[src/rtl/sample_requester_pkg.sv]
// Shared types and helpers for the sample requester.
// Latency: n/a (declarations only).
// Backpressure: n/a.
package sample_requester_pkg;

    localparam int SAMPLE_W_DEF = 16;

    typedef enum logic [1:0] {
        WAIT_TICK  = 2'd0,
        REQUEST    = 2'd1,
        WAIT_READY = 2'd2
    } state_t;

    // Width of a counter that must hold values 0..limit-1 (at least one bit).
    function automatic int cnt_w(input int limit);
        return (limit > 1) ? $clog2(limit) : 1;
    endfunction

endpackage

[src/rtl/tick_divider.sv]
// Pacing counter: emits a one-cycle tick every PERIOD enabled cycles.
// Latency: tick is combinational on the final count; first tick PERIOD-1 cycles after en rises.
// Backpressure: none; counter is held at zero while en is low.
module tick_divider
    import sample_requester_pkg::*;
#(
    parameter int PERIOD = 2083
) (
    input  logic clk,
    input  logic reset,
    input  logic en,
    output logic tick
);

    localparam int              CW   = cnt_w(PERIOD);
    localparam logic [CW-1:0]   LAST = CW'(PERIOD - 1);

    logic [CW-1:0] count;

    // Free-running modulo-PERIOD count while enabled, parked at zero otherwise.
    always_ff @(posedge clk or negedge reset) begin
        if (!reset) begin
            count <= '0;
        end else if (!en || (count == LAST)) begin
            count <= '0;
        end else begin
            count <= count + CW'(1);
        end
    end

    assign tick = en && (count == LAST);

endmodule

[src/rtl/sample_requester.sv]
// Paces generate_next requests, captures returned samples, flags missed responses (optional SAMPLE_COUNT_EN adds sample_count).
// Latency: generate_next one cycle after tick; sample_out/sample_valid one cycle after sample_ready (or after TIMEOUT idle cycles).
// Backpressure: none downstream; producer silence is absorbed by the timeout and sticky underrun flag.
module sample_requester
    import sample_requester_pkg::*;
#(
    parameter int PERIOD   = 2083,
    parameter int TIMEOUT  = 16,
    parameter int SAMPLE_W = SAMPLE_W_DEF
) (
    input  logic                clk,
    input  logic                reset,
    input  logic                en,
    input  logic                sample_ready,
    input  logic [SAMPLE_W-1:0] sample_in,
    input  logic                clear_underrun,
    output logic                generate_next,
    output logic [SAMPLE_W-1:0] sample_out,
    output logic                sample_valid,
`ifdef SAMPLE_COUNT_EN
    output logic [15:0]         sample_count,
`endif
    output logic                underrun
);

    localparam int            WCW       = cnt_w(TIMEOUT);
    localparam logic [WCW-1:0] WAIT_LAST = WCW'(TIMEOUT - 1);

    state_t         state;
    state_t         state_nxt;
    logic           tick;
    logic [WCW-1:0] wait_cnt;
    logic           capture;
    logic           time_out;

    tick_divider #(
        .PERIOD (PERIOD)
    ) u_tick (
        .clk   (clk),
        .reset (reset),
        .en    (en),
        .tick  (tick)
    );

    // State register.
    always_ff @(posedge clk or negedge reset) begin
        if (!reset) begin
            state <= WAIT_TICK;
        end else begin
            state <= state_nxt;
        end
    end

    // Next-state logic; sample_ready only matters while waiting for a response.
    always_comb begin
        state_nxt = state;
        capture   = 1'b0;
        time_out  = 1'b0;
        case (state)
            WAIT_TICK: begin
                if (tick) state_nxt = REQUEST;
            end
            REQUEST: begin
                state_nxt = WAIT_READY;
            end
            WAIT_READY: begin
                if (sample_ready) begin
                    capture   = 1'b1;
                    state_nxt = WAIT_TICK;
                end else if (wait_cnt == WAIT_LAST) begin
                    time_out  = 1'b1;
                    state_nxt = WAIT_TICK;
                end
            end
            default: begin
                state_nxt = WAIT_TICK;
            end
        endcase
    end

    // Wait counter: cleared in the request cycle, counts cycles spent waiting.
    always_ff @(posedge clk or negedge reset) begin
        if (!reset) begin
            wait_cnt <= '0;
        end else if (state == REQUEST) begin
            wait_cnt <= '0;
        end else if (state == WAIT_READY) begin
            wait_cnt <= wait_cnt + WCW'(1);
        end
    end

    // Registered request pulse; REQUEST always exits after one cycle, so no back-to-back pulses.
    always_ff @(posedge clk or negedge reset) begin
        if (!reset) begin
            generate_next <= 1'b0;
        end else begin
            generate_next <= (state_nxt == REQUEST);
        end
    end

    // Capture register and refresh strobe; a timeout re-presents the held sample.
    always_ff @(posedge clk or negedge reset) begin
        if (!reset) begin
            sample_out   <= '0;
            sample_valid <= 1'b0;
        end else begin
            sample_valid <= capture | time_out;
            if (capture) sample_out <= sample_in;
        end
    end

    // Sticky underrun: a timeout in the same cycle as a clear keeps the flag set.
    always_ff @(posedge clk or negedge reset) begin
        if (!reset) begin
            underrun <= 1'b0;
        end else if (time_out) begin
            underrun <= 1'b1;
        end else if (clear_underrun) begin
            underrun <= 1'b0;
        end
    end

`ifdef SAMPLE_COUNT_EN
    // Count of genuinely captured samples, wrapping at 16 bits.
    always_ff @(posedge clk or negedge reset) begin
        if (!reset) begin
            sample_count <= '0;
        end else if (capture) begin
            sample_count <= sample_count + 16'd1;
        end
    end
`endif

endmodule

[config.mk]
export PLATFORM = sky130hd
export DESIGN_NAME = sample_requester
export DESIGN_NICKNAME = d
export VERILOG_FILES = /design/src/rtl/sample_requester_pkg.sv /design/src/rtl/tick_divider.sv /design/src/rtl/sample_requester.sv
export SDC_FILE = /design/constraint.sdc
export NUM_CORES = 1
export LEC_CHECK = 0
export ABC_AREA = 1
export CORE_ASPECT_RATIO = 2
export CORE_MARGIN = 8
export CORE_UTILIZATION = 50
export DETAILED_ROUTE_END_ITERATION = 16
export PLACE_DENSITY = 0.88
export SETUP_SLACK_MARGIN = 0.15
export SLEW_MARGIN = 20
export SYNTH_ARGS = -nofsm -noshare
export SYNTH_HDL_FRONTEND = slang
export SYNTH_HIERARCHICAL = 1
export SYNTH_SLANG_ARGS = --single-unit
[constraint.sdc]
create_clock -name clk -period 2.8 [get_ports clk]
set_clock_uncertainty 0.05 [all_clocks]
set_input_delay 0.84 -clock clk [delete_from_list [all_inputs] [get_ports clk]]
set_output_delay 0.84 -clock clk [all_outputs]
set_load 0.005 [all_outputs]
==> flow_summary.toml, run 1 <==
[route]
dr.pass1.iters = 4
drc = 0
drt_wl_total_um = 4134
wl_per_cell_um = 16.54
vias = 1312
drt_iter0_drc = 16
ant_nets = 0
routed_via_density = 5.248

[global_routing]
grt_pass1_vias = 1395
grt_use_total = 0.1564
grt-ovfl-total = 0
grt_max_degree = 38
grt_pass1_wl_um = 6789
antenna_found_initial = 0

[critical_path]
path_cells = "clkdlybuf4s50_1"
cp-start-kind = "flip-flop"
reg2regPathDepth = 10
crit_family = "buffers and inverters"
cpMaxStageDelayCell = "clkdlybuf4s50_1"
worst-path-max-fanout = 2
end_kind = "output pin"
worst-path-buf-inv = 1
path_class = "flip-flop to output pin"
arrival_ps = 1190
crit_cells = 1
crit_required_ps = 1910
cpPeakStageDelay_ps = 520

[die]
die_x_um = 58.14
initial_core_util = 0.5256
die_area_um2 = 5829
dieHeight_um = 100.3
ioPinCount = 40
num_rows = 30
coreArea_um2 = 3378

[placement]
place.detailed.hpwl_um = 3075
dp_slack_ps = 641.3
gp_congestion = 0.8857
portBuffers = 39
dp.cells = 242
placed_cell_area_um2 = 2198

[layout]
areaGrowthSynthToFinish_pct = 31.36
nets = 245
finalNonFillerCells = 250
drive_gt1_frac = 0.1743
antenna_cells = 0
n_fill_cell = 259
final_area_um2 = 2332

[clock_tree]
cts-root-buf = "clkbuf_8"
clkSinkCount = 37
cts_hold_buffers = 0
cts_tree = "yes"
cts-buffers-inserted = 5
cts_buffer_depth = 2
cts-resized-gates = 0
clock_latency_ps = 300
post_cts_buffers = 0
ctsHtreeMaxLevel = 2
clkTransAtPathRegs_ps = 80

[power_and_ir_drop]
p_per_area_nw_per_um2 = 493.8
combPwrFrac = 0.047
p_clk_frac = 0.482
p_leak_nw = 1.139
peakVddDrop_mv = 0.3395
p_sw_frac = 0.1989
power.switching_mw = 0.2291
p_int_mw = 0.9227
sequentialPowerShare = 0.470

[sta]
finalCritPeriodShare = 0.7433
worstMarginPinSlew_ps = 465.1
fin_ws_ps = 718.9
hold_viol = 0
rsz0062_at_grt = "no"
fin_setup_tns_ps = 0
setup_viol = 0
fin_crit_ps = 2081
max_slew_margin = 0.6899
final_max_slew_viol_count = 0
maxClockFrequency_mhz = 480.5

[logic_synthesis]
synth_top_area_cell = "dfrtp_1"
ys_ff_latch = 37
syn_area_um2 = 1775
synth_area_leaders = "dfrtp_1 52%, mux2_4 7.6%, nand2_1 5.5%"
synthCells = 171
yosys.area.top_type_share = 0.5215
ys_seq_area_frac = 0.5215
synth-warning-count = 6
syn-num-nets = 199
ys_types = 24
synth_area_per_cell_um2 = 10.38

[flow_run]
cap_violations = 0

[worst_hold_path]
min_path_cells = 1
hold_path_class = "flip-flop to flip-flop"

[status]
outcome = "completed"
[flip-flops by register name (all words and copies together) (netlist names)]
name           flops
sample_out        16
state              2
sample_valid       1
wait_cnt           4
underrun           1
generate_next      1
u_tick/count      12
[power by group through the flow]
stage / Sequential (mW) / Clock, mW / Combinational [mW]
floorplan: 0.551 / 0 / 0.0117
global route: 0.542 / 0.579 / 0.0610
global placement: 0.552 / 0 / 0.0539
detailed placement: 0.552 / 0 / 0.0549
finish: 0.542 / 0.556 / 0.0545
CTS: 0.541 / 0.563 / 0.0556
[routing by layer]
layer,track usage,share of wire,up-vias
li1,-,-,634
met1,0.1484,0.36,658
met2,0.2984,0.60,14
met3,0.02308,0.021,6
met4,0.09125,0.023,0
met5,0,0,-
[logic make-up after synthesis]
| logic type | count (synthesis) | share of synthesized area |
|---|---|---|
| simple gates | 73 | 0.1980 |
| compound gates | 10 | 0.02818 |
| xor+xnor | 6 | 0.02960 |
| buf+inv | 22 | 0.05285 |
| flops | 37 | 0.5215 |
| fa+ha+maj | 7 | 0.04933 |
| mux | 16 | 0.1205 |
[layout make-up]
cell class                 instances  area (um2)  area share
sequential                        37       925.9      0.3970
multi-input combinational        112       755.7      0.3240
timing repair buffer              40       397.9      0.1706
inverter                          21       78.83     0.03380
clock buffer                       5       68.82     0.02951
clock inverter                     3       65.06     0.02790
tap                               32       40.04     0.01717
[worst register-to-register path, delay by kind of cell (launching register included)]
family / cells / cell delay (ps)
AOI/OAI and AO/OA: 1 / 120
buffers and inverters: 1 / 80
adders and majority gates: 1 / 150
and+or+nand+nor: 7 / 790
DFF: 1 / 420
[path summary, 6_finish.rpt]
path,startpoint,to,slack (ps)
setup / recovery,underrun$_DFFE_PN0P_,underrun,720
hold / removal,u_tick/count[0]$_DFF_PN0_,u_tick/count[0]$_DFF_PN0_,460
max in group asynchronous,reset,sample_out[7]$_DFFE_PN0P_,1460
setup reg to reg,u_tick/count[0]$_DFF_PN0_,generate_next$_DFF_PN0_,1110
min in group asynchronous,reset,u_tick/count[5]$_DFF_PN0_,910
hold reg to reg,u_tick/count[0]$_DFF_PN0_,u_tick/count[0]$_DFF_PN0_,460
[cells in the mapped netlist (all sizes together)]
library cell	number
nand3	10
buf	1
o21ai	3
xnor2	2
mux2	16
nand2	30
nand4	2
inv	21
nor3b	1
nand3b	1
nor3	2
a21oi	7
nor2	26
or2	1
ha	7
xor2	4
dfrtp	37
[through the flow]
stage / hold slack, ps / utilization / total power, mW
6_report: 456.5 / 0.6904 / 1.152
4_1_cts: 457.8 / 0.6904 / 1.160
2_1_floorplan: 418.1 / - / 0.5631
5_1_grt: 481.0 / 0.6904 / 1.182
3_5_place_dp: 448.9 / 0.6507 / 0.6069
3_3_place_gp: 437.3 / 0.6507 / 0.6058
[layout by cell type (no fill, tap or decap), types with 3 or more instances in the layout]
| master | count |
|---|---|
| dfrtp_1 | 37 |
| inv_1 | 20 |
| o21ai_0 | 3 |
| nand3_1 | 8 |
| clkbuf_8 | 5 |
| clkdlybuf4s50_1 | 39 |
| nor2_1 | 21 |
| mux2_2 | 7 |
| xor2_1 | 4 |
| nor2_2 | 4 |
| mux2_4 | 9 |
| ha_1 | 7 |
| nand2_1 | 26 |
| a21oi_1 | 7 |
Power figures use the tool's default switching activity.
==> inputs of run 2 (changes only) <==
CORE_UTILIZATION = 45   (was 50)
PLACE_DENSITY = 0.85   (was 0.88)
clock period = 1.7 ns   (was 2.8 ns; I/O delays follow)
==> flow_summary.toml, run 2 (synthesis results as in run 1) <==
[status]
outcome = "completed"

[clock_tree]
clock_latency_ps = 280
clkSinkCount = 37
cts_tree = "yes"
cts_hold_buffers = 0
clkTransAtPathRegs_ps = 80
cts-buffers-inserted = 5
cts_buffer_depth = 2
cts-root-buf = "clkbuf_8"
ctsHtreeMaxLevel = 2

[critical_path]
worst-path-max-fanout = 2
path_class = "flip-flop to flip-flop"
cp-start-kind = "flip-flop"
crit_required_ps = 1860
end_kind = "flip-flop"
critPathLaunch = "u_tick/count[0]$_DFF_PN0_"
arrival_ps = 1670
worstReg2RegEnd = "generate_next$_DFF_PN0_"
r2r_slack_ps = 190
reg2regPathDepth = 10
endpoint = "generate_next$_DFF_PN0_"
r2r_start = "u_tick/count[0]$_DFF_PN0_"

[sta]
worstMarginPinSlew_ps = 296.6
fin_setup_tns_ps = 0
hold_viol = 0
maxClockFrequency_mhz = 664.0
finalCritPeriodShare = 0.8859
rsz0062_at_grt = "yes"
final_max_slew_viol_count = 0
setup_viol = 0
max_slew_margin = 0.8021
fin_crit_ps = 1506

[global_routing]
grt-ovfl-total = 0
antenna_found_initial = 0
grt_pass1_wl_um = 6299
grt_pass1_vias = 1402
grt_max_degree = 38
grt_use_total = 0.1300

[placement]
gp_congestion = 0.8907
portBuffers = 39
dp.cells = 263
place.detailed.hpwl_um = 2922

[route]
routed_via_density = 4.826
drt_iter0_drc = 17
wl_per_cell_um = 14.00
dr.pass1.iters = 4
drt_wl_total_um = 3865
ant_nets = 0
drc = 0
vias = 1332

[layout]
areaGrowthSynthToFinish_pct = 37.07
finalNonFillerCells = 276
nets = 252
largest_reg_flops = 16
final_cell_mix = "37 x dfrtp_1, 24 x nand2_1, 20 x inv_1, 20 x nor2_1, 20 x clkdlybuf4s50_1"
n_fill_cell = 304
antenna_cells = 0
final_util = 0.6398
final_common_cell = "dfrtp_1"
largestRegisters = "sample_out x16, u_tick/count x12, wait_cnt x4"
drive_gt1_frac = 0.2400
regMostFlops = "sample_out"

[power_and_ir_drop]
peakVddDrop_mv = 0.9251
p_sw_frac = 0.1879
sequentialPowerShare = 0.474
p_clk_frac = 0.473
combPwrFrac = 0.053
p_leak_nw = 1.264
p_int_mw = 1.527
p_per_area_nw_per_um2 = 772.5
total_power_mw = 1.880
power.switching_mw = 0.3533

[die]
die_area_um2 = 6333
dieHeight_um = 104.8
initial_core_util = 0.4668
coreArea_um2 = 3804
ioPinCount = 40
num_rows = 32
die_x_um = 60.42

[flow_run]
cap_violations = 0

[worst_hold_path]
hold_path_class = "flip-flop to flip-flop"
==> run 2: cell types whose count changed in the layout (fill, tap and decap cells not counted), sizes merged <==
cell	previous run	this run
buf	1	8
clkdlybuf4s15	0	1
clkdlybuf4s50	39	20
dlygate4sd2	0	18
==> run 2: area by class of cell <==
cell class                 instances  area [um2]  share of cell area
sequential                        37       925.9              0.3805
inverter                          21       78.83             0.03239
clock inverter                     3       65.06             0.02674
clock buffer                       5       68.82             0.02828
timing repair buffer              47       440.4              0.1810
multi-input combinational        112       790.8              0.3249
tap                               51       63.81             0.02622
==> run 2: through the flow <==
| step | worst slack (ps) | hold WS [ps] | instance area (um2) |
|---|---|---|---|
| after floorplan | 200.2 | 164.4 | 1775 |
| after global placement | -81.20 | 430.1 | 2250 |
| after detailed placement | -105.7 | 447.1 | 2250 |
| after CTS | 169.3 | 459.0 | 2397 |
| after global routing | 93.39 | 477.4 | 2434 |
| final | 193.9 | 456.2 | 2434 |
==> run 2: worst min-delay path by stage <==
stage,start,to,depth (start not counted)
3_3_place_gp,wait_cnt[0]$_DFFE_PN0P_,wait_cnt[0]$_DFFE_PN0P_,1
6_report,sample_out[5]$_DFFE_PN0P_,sample_out[5]$_DFFE_PN0P_,1
4_1_cts,sample_out[0]$_DFFE_PN0P_,sample_out[0]$_DFFE_PN0P_,1
3_5_place_dp,sample_out[5]$_DFFE_PN0P_,sample_out[5]$_DFFE_PN0P_,1
5_1_grt,sample_out[6]$_DFFE_PN0P_,sample_out[6]$_DFFE_PN0P_,1
2_1_floorplan,reset,generate_next$_DFF_PN0_,0
==> run 2: what timing repair did <==
item / 4_1_cts / 5_1_grt
resized for setup: 19 / 12
hold endpoints to repair: 0 / 0
pin swaps: 0 / 2
setup buffers: 5 / 0
setup endpoints to repair: 21 / 13
gates cloned: 0 / 0
==> run 2: metal layers <==
| layer | GRT usage | share of wire |
|---|---|---|
| met5 | 0 | 0 |
| met3 | 0.03071 | 0.028 |
| met2 | 0.2262 | 0.57 |
| met4 | 0.09076 | 0.040 |
| met1 | 0.1252 | 0.36 |
==> run 2: critical path: stages, from the launching register on <==
cell and delay, ps:
dfrtp_1 390, inv_1 70, ha_2 160, nand2_1 50
nor2_1 120, nand3_2 110, nor2_4 110, nand2_1 70
a21oi_2 120, nand2_1 80, nor2_1 100
==> run 2: power groups by stage <==
stage          registers [mW]  logic, mW  clock network (mW)
6_report                0.891     0.0998               0.889
5_1_grt                 0.891      0.111               0.948
4_1_cts                 0.891      0.101               0.907
3_5_place_dp            0.909     0.0971                   0
3_3_place_gp            0.909     0.0950                   0
2_1_floorplan           0.908     0.0192                   0
==> inputs of run 3 (changes only) <==
CTS_CLUSTER_SIZE = 14   (was not set)
==> results of run 3 <==
No change in the layout: final DEF, timing and power equal those of run 2.
